**config.mk**
```make
export PLATFORM = sky130hd
export DESIGN_NAME = bbq_merger
export DESIGN_NICKNAME = d
export VERILOG_FILES = /design/src/rtl/heap_ops_pkg.sv /design/src/rtl/bbq_resp_fifo.sv /design/src/rtl/bbq_merger.sv
export SDC_FILE = /design/constraint.sdc
export NUM_CORES = 1
export LEC_CHECK = 0
export BUFFER_PORTS_ARGS = -buffer_cell sky130_fd_sc_hd__buf_2
export CAP_MARGIN = 25
export CORE_UTILIZATION = 59
export CTS_CLUSTER_DIAMETER = 60
export DETAILED_ROUTE_END_ITERATION = 10
export GPL_TIMING_DRIVEN = 0
export MAX_ROUTING_LAYER = met4
export PLACE_DENSITY = 0.84
export SYNTH_ARGS = -nofsm -noshare
export SYNTH_HDL_FRONTEND = slang
export SYNTH_HIERARCHICAL = 1
export SYNTH_SLANG_ARGS = --single-unit
```
**constraint.sdc**
```tcl
create_clock -name clk -period 4.8 [get_ports clk]
set_input_delay 0.48 -clock clk [delete_from_list [all_inputs] [get_ports clk]]
set_output_delay 0.48 -clock clk [all_outputs]
set_load 0.005 [all_outputs]
```
**src/rtl/heap_ops_pkg.sv**
```systemverilog
// Shared heap operation encoding used by the heap banks and everything that
// consumes their responses.
package heap_ops;

  typedef enum logic [1:0] {
    HEAP_OP_ENQUE     = 2'd0,
    HEAP_OP_DEQUE_MIN = 2'd1,
    HEAP_OP_DEQUE_MAX = 2'd2,
    HEAP_OP_NOP       = 2'd3
  } heap_op_t;

endpackage

```
**src/rtl/bbq_resp_fifo.sv**
```systemverilog
// Small synchronous FIFO with count/full/empty; a pop frees room for a push in
// the same cycle, so push+pop at full keeps the count and ordering intact.
module bbq_resp_fifo #(
  parameter int WIDTH = 8,
  parameter int DEPTH = 4
) (
  input  logic             clk,
  input  logic             rst,
  input  logic             i_push,
  input  logic [WIDTH-1:0] i_data,
  input  logic             i_pop,
  output logic [WIDTH-1:0] o_data,
  output logic [$clog2(DEPTH):0] o_count,
  output logic             o_full,
  output logic             o_empty
);
  localparam int AW = $clog2(DEPTH);
  localparam int CW = AW + 1;

  logic [WIDTH-1:0] r_mem [DEPTH];
  logic [AW-1:0]    r_wptr;
  logic [AW-1:0]    r_rptr;
  logic [CW-1:0]    r_count;
  logic             w_do_push;
  logic             w_do_pop;

  assign o_full    = (r_count == CW'(DEPTH));
  assign o_empty   = (r_count == '0);
  assign o_count   = r_count;
  assign o_data    = r_mem[r_rptr];
  assign w_do_pop  = i_pop && !o_empty;
  assign w_do_push = i_push && (!o_full || w_do_pop);

  always_ff @(posedge clk) begin
    if (w_do_push) r_mem[r_wptr] <= i_data;
  end

  // DEPTH is a power of two, so the pointers wrap by natural overflow.
  always_ff @(posedge clk or posedge rst) begin
    if (rst) begin
      r_wptr  <= '0;
      r_rptr  <= '0;
      r_count <= '0;
    end else begin
      if (w_do_push) r_wptr <= r_wptr + AW'(1);
      if (w_do_pop)  r_rptr <= r_rptr + AW'(1);
      case ({w_do_push, w_do_pop})
        2'b10:   r_count <= r_count + CW'(1);
        2'b01:   r_count <= r_count - CW'(1);
        default: r_count <= r_count;
      endcase
    end
  end
endmodule

```
**src/rtl/bbq_merger.sv**
```systemverilog
// Merges dequeue responses from two heap banks back into issue order, with
// flow control toward the router and a sticky protocol-error flag.
module bbq_merger
  import heap_ops::*;
#(
  parameter int DWIDTH      = 32,
  parameter int PRIOR_WIDTH = 6,
  parameter int FIFO_DEPTH  = 4,
  parameter int ORDER_DEPTH = 8
) (
  input  logic                   clk,
  input  logic                   rst,
  input  logic                   issue_valid,
  input  logic                   issue_bank,
  input  logic                   in_0_valid,
  input  heap_op_t               in_0_op_type,
  input  logic [DWIDTH-1:0]      in_0_he_data,
  input  logic [PRIOR_WIDTH-1:0] in_0_he_priority,
  input  logic                   in_1_valid,
  input  heap_op_t               in_1_op_type,
  input  logic [DWIDTH-1:0]      in_1_he_data,
  input  logic [PRIOR_WIDTH-1:0] in_1_he_priority,
  output logic                   out_valid,
  input  logic                   out_ready,
  output logic [DWIDTH-1:0]      out_data,
  output logic [PRIOR_WIDTH-1:0] out_prior,
  output logic                   out_bank,
  output logic                   bbq_rdy,
  output logic                   err
);
  localparam int RW  = DWIDTH + PRIOR_WIDTH;
  localparam int CW  = $clog2(FIFO_DEPTH) + 1;
  localparam int OCW = $clog2(ORDER_DEPTH) + 1;

  logic [1:0]     w_cap, w_res_push, w_res_pop, w_res_full, w_res_empty;
  logic [RW-1:0]  w_res_in    [2];
  logic [RW-1:0]  w_res_out   [2];
  logic [CW-1:0]  w_res_count [2];
  logic [CW-1:0]  r_outst     [2];
  logic [RW-1:0]  w_head;
  logic [OCW-1:0] w_ord_count;
  logic           w_ord_head, w_ord_full, w_ord_empty;
  logic           w_out_valid, w_pop, w_issue, w_rdy, w_err_set;
  logic           r_live, r_err;
  logic           w_unused;

  assign w_cap[0]    = in_0_valid && (in_0_op_type != HEAP_OP_ENQUE);
  assign w_cap[1]    = in_1_valid && (in_1_op_type != HEAP_OP_ENQUE);
  assign w_res_in[0] = {in_0_he_priority, in_0_he_data};
  assign w_res_in[1] = {in_1_he_priority, in_1_he_data};

  assign w_head      = w_ord_head ? w_res_out[1] : w_res_out[0];
  assign w_out_valid = !w_ord_empty && !(w_ord_head ? w_res_empty[1] : w_res_empty[0]);
  assign w_pop       = w_out_valid && out_ready;
  assign w_res_pop   = {w_pop && w_ord_head, w_pop && !w_ord_head};
  assign w_res_push  = w_cap & (~w_res_full | w_res_pop);

  // r_live holds bbq_rdy low through reset and for the edge that releases it.
  assign w_rdy   = r_live && (w_ord_count < OCW'(ORDER_DEPTH)) &&
                   (r_outst[0] < CW'(FIFO_DEPTH)) && (r_outst[1] < CW'(FIFO_DEPTH));
  assign w_issue = issue_valid && w_rdy;

  assign w_err_set = (issue_valid && !w_rdy) ||
                     (|(w_cap & w_res_full & ~w_res_pop)) ||
                     (w_cap[0] && (r_outst[0] == '0)) ||
                     (w_cap[1] && (r_outst[1] == '0));

  assign out_valid = w_out_valid;
  assign out_data  = w_out_valid ? w_head[DWIDTH-1:0]  : '0;
  assign out_prior = w_out_valid ? w_head[RW-1:DWIDTH] : '0;
  assign out_bank  = w_out_valid ? w_ord_head          : 1'b0;
  assign bbq_rdy   = w_rdy;
  assign err       = r_err;
  assign w_unused  = ^{w_res_count[0], w_res_count[1], w_ord_full};

  for (genvar g = 0; g < 2; g++) begin : g_res
    bbq_resp_fifo #(.WIDTH(RW), .DEPTH(FIFO_DEPTH)) u_res (
      .clk     (clk),
      .rst     (rst),
      .i_push  (w_res_push[g]),
      .i_data  (w_res_in[g]),
      .i_pop   (w_res_pop[g]),
      .o_data  (w_res_out[g]),
      .o_count (w_res_count[g]),
      .o_full  (w_res_full[g]),
      .o_empty (w_res_empty[g])
    );
  end

  bbq_resp_fifo #(.WIDTH(1), .DEPTH(ORDER_DEPTH)) u_order (
    .clk     (clk),
    .rst     (rst),
    .i_push  (w_issue),
    .i_data  (issue_bank),
    .i_pop   (w_pop),
    .o_data  (w_ord_head),
    .o_count (w_ord_count),
    .o_full  (w_ord_full),
    .o_empty (w_ord_empty)
  );

  always_ff @(posedge clk or posedge rst) begin
    if (rst) begin
      r_outst[0] <= '0;
      r_outst[1] <= '0;
      r_live     <= 1'b0;
      r_err      <= 1'b0;
    end else begin
      r_live <= 1'b1;
      if (w_err_set) r_err <= 1'b1;
      for (int n = 0; n < 2; n++) begin
        case ({w_issue && (issue_bank == n[0]), w_res_pop[n]})
          2'b10:   r_outst[n] <= r_outst[n] + CW'(1);
          2'b01:   r_outst[n] <= r_outst[n] - CW'(1);
          default: r_outst[n] <= r_outst[n];
        endcase
      end
    end
  end
endmodule

```
==> results.ini, run 1 <==
[outcome]
status=completed

[clock_network]
htree_num_levels=2
clkSinkCount=344
cts_tree=built
numCtsBuffers=37
clock_latency_ps=520
post_cts_buffers=0
max-clock-path-buffers=3
root_buffer=clkbuf_16
clkTransAtPathRegs_ps=60

[pwr]
p_leak_nw=5.96
p_per_area_mw_per_mm2=658
finalPower_mw=10.8
ir_drop_uv=517

[routing]
antenna_left=0
via_per_inst=5.98
vias=7495
drc=0
routed_wl_um=30800
drtPass1Iterations=4
wire_per_inst_um=24.5
drt_iter0_drc=730

[floorplan]
die_w_um=157
die_area_mm2=0.0245
initial_core_util_pct=60.0
ios=129
fp-row-count=56
die_h_um=157
coreArea_mm2=0.0235

[critical_path]
rr_worst_depth=15
end_kind=flip-flop
setup.worst_path.class=flip-flop to flip-flop
critPathMaxFanout=10
start_kind=flip-flop
cp.arrival_ps=4790
required_ps=5240

[min_path]
hp-class=input port to flip-flop
min_path_cells=1

[finish]
design_area_mm2=0.0164
fin_util_pct=70.0
final_common_cell=edfxtp_1
layout.nets=1009
area_growth_syn_to_layout_pct=16.6
final_cell_mix=edfxtp_1 (312), buf_2 (143), mux4_2 (78)
drive_gt1_share_pct=33.8

[placement]
place_congestion=0.812
postPlaceCellArea_mm2=0.0153
place_hpwl_um=19000
numPortBuffers=128
post-place-ws_ps=501

[timing]
max_clock_freq_mhz=230
min_period_ps=4360
finalSetupViolCount=0
hold_viol_final=0
slew_viol_final=0
rsz0062_at_grt=false
fin_ws_ps=445
worst_pin_slew_ps=952
final.setup.tns_ps=0
relSlewSlack_pct=36.5
fin_crit_sh_pct=90.7
skew_ps=23.4

[global_routing]
grt_pass1_wl_um=46000
antenna_found_initial=5
gr-total-overflow=0
grt_pass1_vias=7913
grt_usage_pct=27.1
grt_max_degree=32

[yosys]
ys_warn_count=6
syn-num-nets=833
synth.avg_cell_area_um2=19.4
syn_area_mm2=0.0141
syn_inst=727

[job]
maxCapViolCount=0

-- power by group --
group          leakage (nW)  total [mW]  internal [mW]  switching, mW
Clock                 0.532        2.63           1.53           1.11
Sequential             3.22        4.12           3.86          0.256
Combinational          2.21        4.05           1.85           2.20
-- layout make-up --
cell class	instances	area [um2]
fillers	1417	7050
well taps	319	399
clock inverters	19	149
plain buffers	33	206
clock buffers	46	960
inverters	29	109
diodes	6	15.0
repair buffers	137	811
multi-input cells	321	3610
flip-flops and latches	344	10200
-- stage by stage --
step / cells / hold WS [ps]
after floorplan: 727 / 283
after global placement: 1174 / 472
after detailed placement: 1182 / 477
after CTS: 1248 / 161
after global routing: 1253 / 162
final: 1254 / 167
-- sequential cells by signal, indices dropped and copies added (netlist names) --
signal / cells
g_res.u_res/r_mem: 304
u_order/r_mem: 8
g_res.u_res/o_count: 6
r_outst: 6
g_res.u_res/r_rptr: 4
g_res.u_res/r_wptr: 4
u_order/o_count: 4
u_order/r_rptr: 3
u_order/r_wptr: 3
err: 1
r_live: 1
-- path summary, 6_finish.rpt --
path	from	end	slack [ps]
setup / recovery	u_order/r_rptr[0]	u_order/o_count[3]	440
hold / removal	in_1_he_priority[2]	g_res[1].u_res/r_mem[0][34]	170
setup reg to reg	u_order/r_rptr[0]	u_order/o_count[3]	440
hold reg to reg	u_order/r_rptr[2]	u_order/r_rptr[2]	490
max in group asynchronous	rst	u_order/o_count[2]	3950
min in group asynchronous	rst	g_res[0].u_res/o_count[0]	530
-- critical path, cell delays in order (launching register included) --
cell      delay, ps
dfrtp_1         460
mux4_2          520
mux2_2          300
buf_2           160
or2_1           220
a21o_1          260
buf_6           180
nor2_1          450
o21ai_2         200
or2_2           340
inv_1            90
ha_1            250
or2_2           310
nand3_1         130
mux2_2          340
nand3b_1         70
-- timing repair --
item	CTS	global route
hold buffers	1	0
gates resized for setup	0	0
hold endpoints to repair	22	0
-- layer usage --
| metal | GRT usage (%) | vias up | wire [um] |
|---|---|---|---|
| met1 | 34.0 | 3829 | 11700 |
| met4 | 10.9 | 0 | 915 |
| met3 | 5.73 | 75 | 2530 |
| met2 | 43.5 | 379 | 15700 |
| li1 | - | 3212 | - |
| met5 | - | - | 0 |
Note: power is estimated with default switching activity, not from simulation.
==> run 2: changes to the inputs <==
--- a/config.mk
+++ b/config.mk
@@ -5,14 +5,15 @@
 export SDC_FILE = /design/constraint.sdc
 export NUM_CORES = 1
 export LEC_CHECK = 0
+export ABC_AREA = 1
 export BUFFER_PORTS_ARGS = -buffer_cell sky130_fd_sc_hd__buf_2
 export CAP_MARGIN = 25
-export CORE_UTILIZATION = 59
+export CORE_UTILIZATION = 60
 export CTS_CLUSTER_DIAMETER = 60
 export DETAILED_ROUTE_END_ITERATION = 10
 export GPL_TIMING_DRIVEN = 0
 export MAX_ROUTING_LAYER = met4
-export PLACE_DENSITY = 0.84
+export PLACE_DENSITY = 0.85
 export SYNTH_ARGS = -nofsm -noshare
 export SYNTH_HDL_FRONTEND = slang
 export SYNTH_HIERARCHICAL = 1
==> results.ini, run 2 <==
[outcome]
status=completed

[floorplan]
die_h_um=161  ; +2.8%
coreArea_mm2=0.0245  ; +4.5%
die_area_mm2=0.0259  ; +5.6%
ios=129  ; unchanged
die_w_um=161  ; +2.8%
initial_core_util_pct=61.7  ; +1.7 points
fp-row-count=57  ; +1.8%

[pwr]
p_leak_nw=6.51  ; +9.2%
ir_drop_uv=474  ; -8.3%
p_per_area_mw_per_mm2=710  ; +7.9%

[critical_path]
cp.arrival_ps=4270  ; -520 ps
ff2ff_setup_slack_ps=760  ; +320 ps
setup.worst_path.class=flip-flop to flip-flop
crit_slowest_cell=nor2_4
required_ps=5030  ; -210 ps
critPathMaxStageDelay_ps=720  ; +200 ps
crit_chain=inv_1, nor2_1, o21ai_0, nor2_1, a21oi_1, inv_1, nor2_1, nand2_1, a21boi_0, o21ai_4, nor2_4, buf_16
crit_top_cell=nor2_1
start_kind=flip-flop
critPathMaxFanout=23  ; +13
path_buf_inv=3  ; unchanged
crit_family=compound AO/OA/AOI/OAI gates
end_kind=flip-flop

[yosys]
syn_area_mm2=0.0151  ; +7.4%
seq_area_frac_synth_pct=67.2
ys_warn_count=6  ; unchanged
ys_ff_latch=344
synthTopCellsByArea=edfxtp_1 (62%), dfrtp_1 (5.3%), o22ai_2 (5.0%)
netlist_top_cells_count=edfxtp_1 (312), nor2_1 (131), o21ai_0 (125), nand2_1 (118)
synth-edff-count=312
yosys.cell_count.top_type=edfxtp_1
syn_inst=1149  ; +58%
yosysTopAreaCell=edfxtp_1
syn-num-nets=1255  ; +51%
synth.top_cell.area_share_pct=61.9
synth.distinct_cells=36
synth.avg_cell_area_um2=13.2  ; -32%
ys_async_sr_fraction_pct=9.30
synth_flop_cell=edfxtp_1

[global_routing]
grt_pass1_wl_um=54500  ; +19%
grt_usage_pct=28.9  ; +1.8 points
grt_max_degree=31  ; -3.1%
gr-total-overflow=0  ; unchanged
grt_pass1_vias=10000  ; +26%
antenna_found_initial=7  ; +2

[clock_network]
cts_resized=0  ; unchanged
root_buffer=clkbuf_16
max-clock-path-buffers=3  ; unchanged
post_cts_buffers=0  ; unchanged
clock_latency_ps=540  ; +20 ps
htree_num_levels=2  ; unchanged
cts_hold_buf=1  ; unchanged
clkTransAtPathRegs_ps=60  ; about the same
cts_tree=built
numCtsBuffers=37  ; unchanged
clkSinkCount=344  ; unchanged

[routing]
drc=0  ; unchanged
vias=10100  ; +35%
via_per_inst=5.99  ; +0.17%
routed_wl_um=36600  ; +19%
antenna_left=0  ; unchanged
wire_per_inst_um=21.7  ; -12%
drt_iter0_drc=1143  ; +57%
drtPass1Iterations=5  ; +1

[placement]
place_congestion=0.873  ; +7.5%
place_hpwl_um=23500  ; +24%
numPortBuffers=128  ; unchanged
postPlaceCellArea_mm2=0.0164  ; +7.5%

[finish]
final_common_cell=edfxtp_1
largest_register=g_res.u_res/r_mem
final_cell_mix=edfxtp_1 (312), buf_2 (153), o21ai_0 (125)
drive_gt1_share_pct=29.6  ; -4.2 points
fin_util_pct=71.9  ; +2.0 points
reg_top3=g_res.u_res/r_mem (304), u_order/r_mem (8)
largest_reg_flops=304  ; unchanged
design_area_mm2=0.0177  ; +7.5%
layout.nets=1431  ; +42%
area_growth_syn_to_layout_pct=16.6  ; about the same

[timing]
relSlewSlack_pct=43.6  ; +7.1 points
finalSetupViolCount=0  ; unchanged
max_clock_freq_mhz=248  ; +7.9%
slew_viol_final=0  ; unchanged
rsz0062_at_grt=false
hold_viol_final=0  ; unchanged
worst_pin_slew_ps=844  ; -108 ps
min_period_ps=4040  ; -319 ps
fin_crit_sh_pct=84.1  ; -6.7 points
skew_ps=23.5  ; +0.0923 ps

[min_path]
hp-class=input port to flip-flop

[job]
maxCapViolCount=0  ; unchanged

==> run 2: cell count changes in the layout (fill, tap and decap cells not counted), moves of 16 or more <==
cell     delta
o21ai_0   +120
nand2_1   +106
mux4_2     -78
nor2_4     +68
nor2_1     +63
o22ai_2    +59
mux2i_1    -41
o21ai_1    +38
a21oi_1    +34
inv_1      +31
o22ai_1    +16
==> run 2: logic make-up after synthesis <==
kind of cell / Yosys count / synth area share, %
mux: 2 / 0.149
xor+xnor: 13 / 0.752
fa+ha+maj: 19 / 1.82
buf+inv: 125 / 4.25
flops: 344 / 67.2
simple gates: 353 / 12.6
compound gates: 292 / 13.2
other cells: 1 / 0.0248
==> run 2: path summary, 6_finish.rpt <==
kind / to / depth (start not counted) / start
max in group asynchronous: u_order/o_count[3] / 3 / rst
hold / removal: g_res[0].u_res/r_mem[1][16] / 1 / in_0_he_data[16]
setup reg to reg: g_res[1].u_res/r_mem[0][6] / 12 / u_order/r_rptr[0]
hold reg to reg: r_outst[0] / 1 / r_outst[0]
min in group asynchronous: g_res[0].u_res/r_rptr[1] / 3 / rst
setup / recovery: g_res[1].u_res/r_mem[0][6] / 12 / u_order/r_rptr[0]
==> run 2: area by class of cell <==
class	count	area (um2)
Fill cell	1538	6880
Clock inverter	23	196
Timing Repair Buffer	137	841
Buffer	60	399
Sequential cell	344	10200
Antenna cell	9	22.5
Tap cell	324	405
Inverter	65	244
Clock buffer	44	983
Multi-Input combinational cell	680	4390
==> run 2: per-layer routing <==
metal  wire [um]  track usage [%]
met5           0                -
met4        1550             13.9
met3        3410             5.35
met2       18300             46.5
met1       13300             35.6
==> run 2: power breakdown <==
group | switching, mW | internal, mW
logic | 3.69 | 1.94
clock network | 1.16 | 1.59
registers | 0.279 | 3.87
total | 5.13 | 7.40
==> run 2: worst register-to-register path: stages, from the launching register on <==
cell	delay (ps)
dfrtp_1	440
inv_1	190
nor2_1	50
o21ai_0	180
nor2_1	70
a21oi_1	410
inv_1	250
nor2_1	220
nand2_1	110
a21boi_0	570
o21ai_4	290
nor2_4	720
buf_16	240
==> run 2: stage by stage <==
stage	setup TNS, ps	worst slack (ps)	std cells	hold WS [ps]	power (mW)
floorplan	0	799	1149	283	7.67
CTS	0	868	1677	144	12.5
global route	0	619	1684	152	13.1
finish	0	764	1686	161	12.5
global placement	-240880	-1030	1601	463	9.36
detailed placement	0	853	1609	471	9.65
==> run 3: changes to the inputs <==
--- a/config.mk
+++ b/config.mk
@@ -8,12 +8,12 @@
 export ABC_AREA = 1
 export BUFFER_PORTS_ARGS = -buffer_cell sky130_fd_sc_hd__buf_2
 export CAP_MARGIN = 25
-export CORE_UTILIZATION = 60
+export CORE_UTILIZATION = 54
 export CTS_CLUSTER_DIAMETER = 60
 export DETAILED_ROUTE_END_ITERATION = 10
 export GPL_TIMING_DRIVEN = 0
 export MAX_ROUTING_LAYER = met4
-export PLACE_DENSITY = 0.85
+export PLACE_DENSITY = 0.81
 export SYNTH_ARGS = -nofsm -noshare
 export SYNTH_HDL_FRONTEND = slang
 export SYNTH_HIERARCHICAL = 1
==> constraint.sdc (replaced) <==
create_clock -name clk -period 3.46 [get_ports clk]
set_input_delay 0.346 -clock clk [delete_from_list [all_inputs] [get_ports clk]]
set_output_delay 0.346 -clock clk [all_outputs]
set_load 0.005 [all_outputs]
==> results.ini, run 3 (synthesized netlist as in run 2, its figures left out) <==
[outcome]
status=completed

[clock_network]
cts_tree=built
root_buffer=clkbuf_16
numCtsBuffers=36  ; -2.7%
clock_latency_ps=530  ; about the same
htree_num_levels=2  ; unchanged
clkTransAtPathRegs_ps=60  ; about the same
max-clock-path-buffers=3  ; unchanged
clkSinkCount=344  ; unchanged

[timing]
finalSetupViolCount=0  ; unchanged
rsz0062_at_grt=false
worst_pin_slew_ps=605  ; -239 ps
max_clock_freq_mhz=300
final.setup.tns_ps=0  ; unchanged
relSlewSlack_pct=59.5  ; +16 points
hold_viol_final=0  ; unchanged
min_period_ps=3330
slew_viol_final=0  ; unchanged
fin_ws_ps=131  ; -634 ps
skew_ps=19.1  ; -4.38 ps
fin_crit_sh_pct=96.2

[finish]
fin_util_pct=65.5  ; -6.4 points
reg_top3=g_res.u_res/r_mem (304), u_order/r_mem (8)
final_cell_mix=edfxtp_1 (312), buf_2 (152), o21ai_0 (125)
drive_gt1_share_pct=30.2  ; +0.52 points
design_area_mm2=0.0179  ; +1.2%
final_common_cell=edfxtp_1
area_growth_syn_to_layout_pct=17.9
layout.nets=1445  ; +0.98%
largest_register=g_res.u_res/r_mem
largest_reg_flops=304  ; unchanged

[routing]
drtPass1Iterations=5  ; unchanged
via_per_inst=5.70  ; -4.7%
wire_per_inst_um=20.7  ; -4.5%
routed_wl_um=36200  ; -0.96%
vias=9969  ; -1.2%
drc=0  ; unchanged
antenna_left=0  ; unchanged
drt_iter0_drc=934  ; -18%

[min_path]
min_to=g_res[1].u_res/r_mem[3][13]
min_from=in_1_he_data[13]
hp-class=input port to flip-flop
min_path_cells=1  ; unchanged

[critical_path]
crit_top_cell=buf_2
rr_startpoint=u_order/r_rptr[0]
setup.worst_path.class=flip-flop to primary output
crit_slowest_cell=dfrtp_1
ff2ff_setup_slack_ps=230  ; -530 ps
required_ps=3110  ; -1920 ps
rr_worst_depth=12  ; unchanged
crit_chain=inv_1, nor2_1, o21ai_0, nor2_1, a21oi_2, buf_2, buf_2, nand2_1, a21oi_1, buf_2
cp.arrival_ps=2980  ; -1290 ps
critPathMaxFanout=10  ; -57%
end_kind=primary output
worstReg2RegEnd=g_res[1].u_res/r_mem[2][20]
critPathMaxStageDelay_ps=430  ; -290 ps
start_kind=flip-flop

[pwr]
ir_drop_uv=829  ; +75%
combPwrFrac_pct=45.6  ; +0.7 points
p_per_area_mw_per_mm2=967  ; +36%
internal_power_mw=10.2  ; +38%
p_sw_share_pct=40.8  ; -0.088 points
clkPwrFrac_pct=21.1  ; -0.8 points
p_sw_mw=7.05  ; +38%
p_leak_nw=6.56  ; +0.79%
finalPower_mw=17.3  ; +38%
power_frac_seq_pct=33.3  ; +0.2 points

[global_routing]
grt_usage_pct=26.3  ; -2.7 points
grt_max_degree=30  ; -3.2%
grt_pass1_wl_um=54500  ; about the same
grt_pass1_vias=9666  ; -3.4%
antenna_found_initial=10  ; +3
gr-total-overflow=0  ; unchanged

[placement]
place_congestion=0.850  ; -2.7%
postPlaceCellArea_mm2=0.0165  ; +0.41%
numPortBuffers=128  ; unchanged
place_hpwl_um=23800  ; +1.0%
post-place-ws_ps=-387  ; -1240 ps

[floorplan]
die_area_mm2=0.0287  ; +11%
initial_core_util_pct=55.6  ; -6.2 points
die_w_um=169  ; +5.3%
fp-row-count=60  ; +5.3%
die_h_um=169  ; +5.3%
ios=129  ; unchanged
coreArea_mm2=0.0273  ; +11%

[job]
maxCapViolCount=0  ; unchanged

-- run 3: cell count changes in the layout (fill, tap and decap cells not counted), moves of 3 or more --
cell and delta:
inv_6 -3, clkinv_1 -3, buf_12 +4, nor2_4 +3, buf_4 +8, clkbuf_1 +7
-- run 3: layout make-up --
| class | instances | area (um2) |
|---|---|---|
| clock buffers | 49 | 971 |
| fillers | 1902 | 9390 |
| clock inverters | 16 | 149 |
| diodes | 10 | 25.0 |
| inverters | 65 | 244 |
| repair buffers | 150 | 1010 |
| multi-input cells | 682 | 4420 |
| flip-flops and latches | 344 | 10200 |
| plain buffers | 60 | 402 |
| well taps | 372 | 465 |
-- run 3: how the worst max path moves through the flow --
| stage | startpoint | to |
|---|---|---|
| 2_1_floorplan | u_order/r_rptr[0] | g_res[1].u_res/r_mem[0][0] |
| 3_3_place_gp | u_order/r_rptr[0] | g_res[1].u_res/r_mem[3][13] |
| 3_5_place_dp | u_order/r_rptr[0] | g_res[1].u_res/r_mem[0][13] |
| 4_1_cts | u_order/r_rptr[0] | g_res[0].u_res/r_mem[0][22] |
| 5_1_grt | u_order/r_rptr[0] | u_order/o_count[3] |
| 6_report | u_order/r_rptr[0] | out_data[16] |
-- run 3: power groups by stage --
stage / logic (mW) / clock network, mW / registers, mW
2_1_floorplan: 4.89 / 0 / 5.75
3_3_place_gp: 7.19 / 0 / 5.84
3_5_place_dp: 7.58 / 0 / 5.82
4_1_cts: 7.76 / 3.67 / 5.74
5_1_grt: 8.48 / 3.83 / 5.81
6_report: 7.88 / 3.64 / 5.75
-- run 3: worst max-delay path: cells and delay by family, from the launching register on --
| family | cells | cell delay (ps) |
|---|---|---|
| buffers and inverters | 4 | 960 |
| AOI/OAI and AO/OA | 3 | 760 |
| DFF | 1 | 430 |
| and+or+nand+nor | 3 | 290 |
-- run 3: layer usage --
layer  vias to the layer above  GRT usage [%]  share of wire (%)
li1                       4486              -                  -
met1                      4889           33.3                 39
met2                       521           42.6                 49
met3                        73           4.78                9.0
met4                         0           9.52                3.1
met5                         -              -                  0
-- run 3: repair_timing --
item / in CTS / in global routing
cloned: 2 / 0
setup buffers: 9 / 4
resized for setup: 2 / 5
pin swaps: 8 / 1
setup endpoints to repair: 225 / 41
hold buffers: 1 / 0
hold endpoints to repair: 32 / 0
-- run 3: through the flow --
| step | hold slack [ps] | std cells |
|---|---|---|
| after floorplan | 149 | 1149 |
| after global placement | 344 | 1649 |
| after detailed placement | 356 | 1657 |
| after CTS | 6.76 | 1734 |
| after global routing | 17.8 | 1748 |
| final | 18.6 | 1748 |
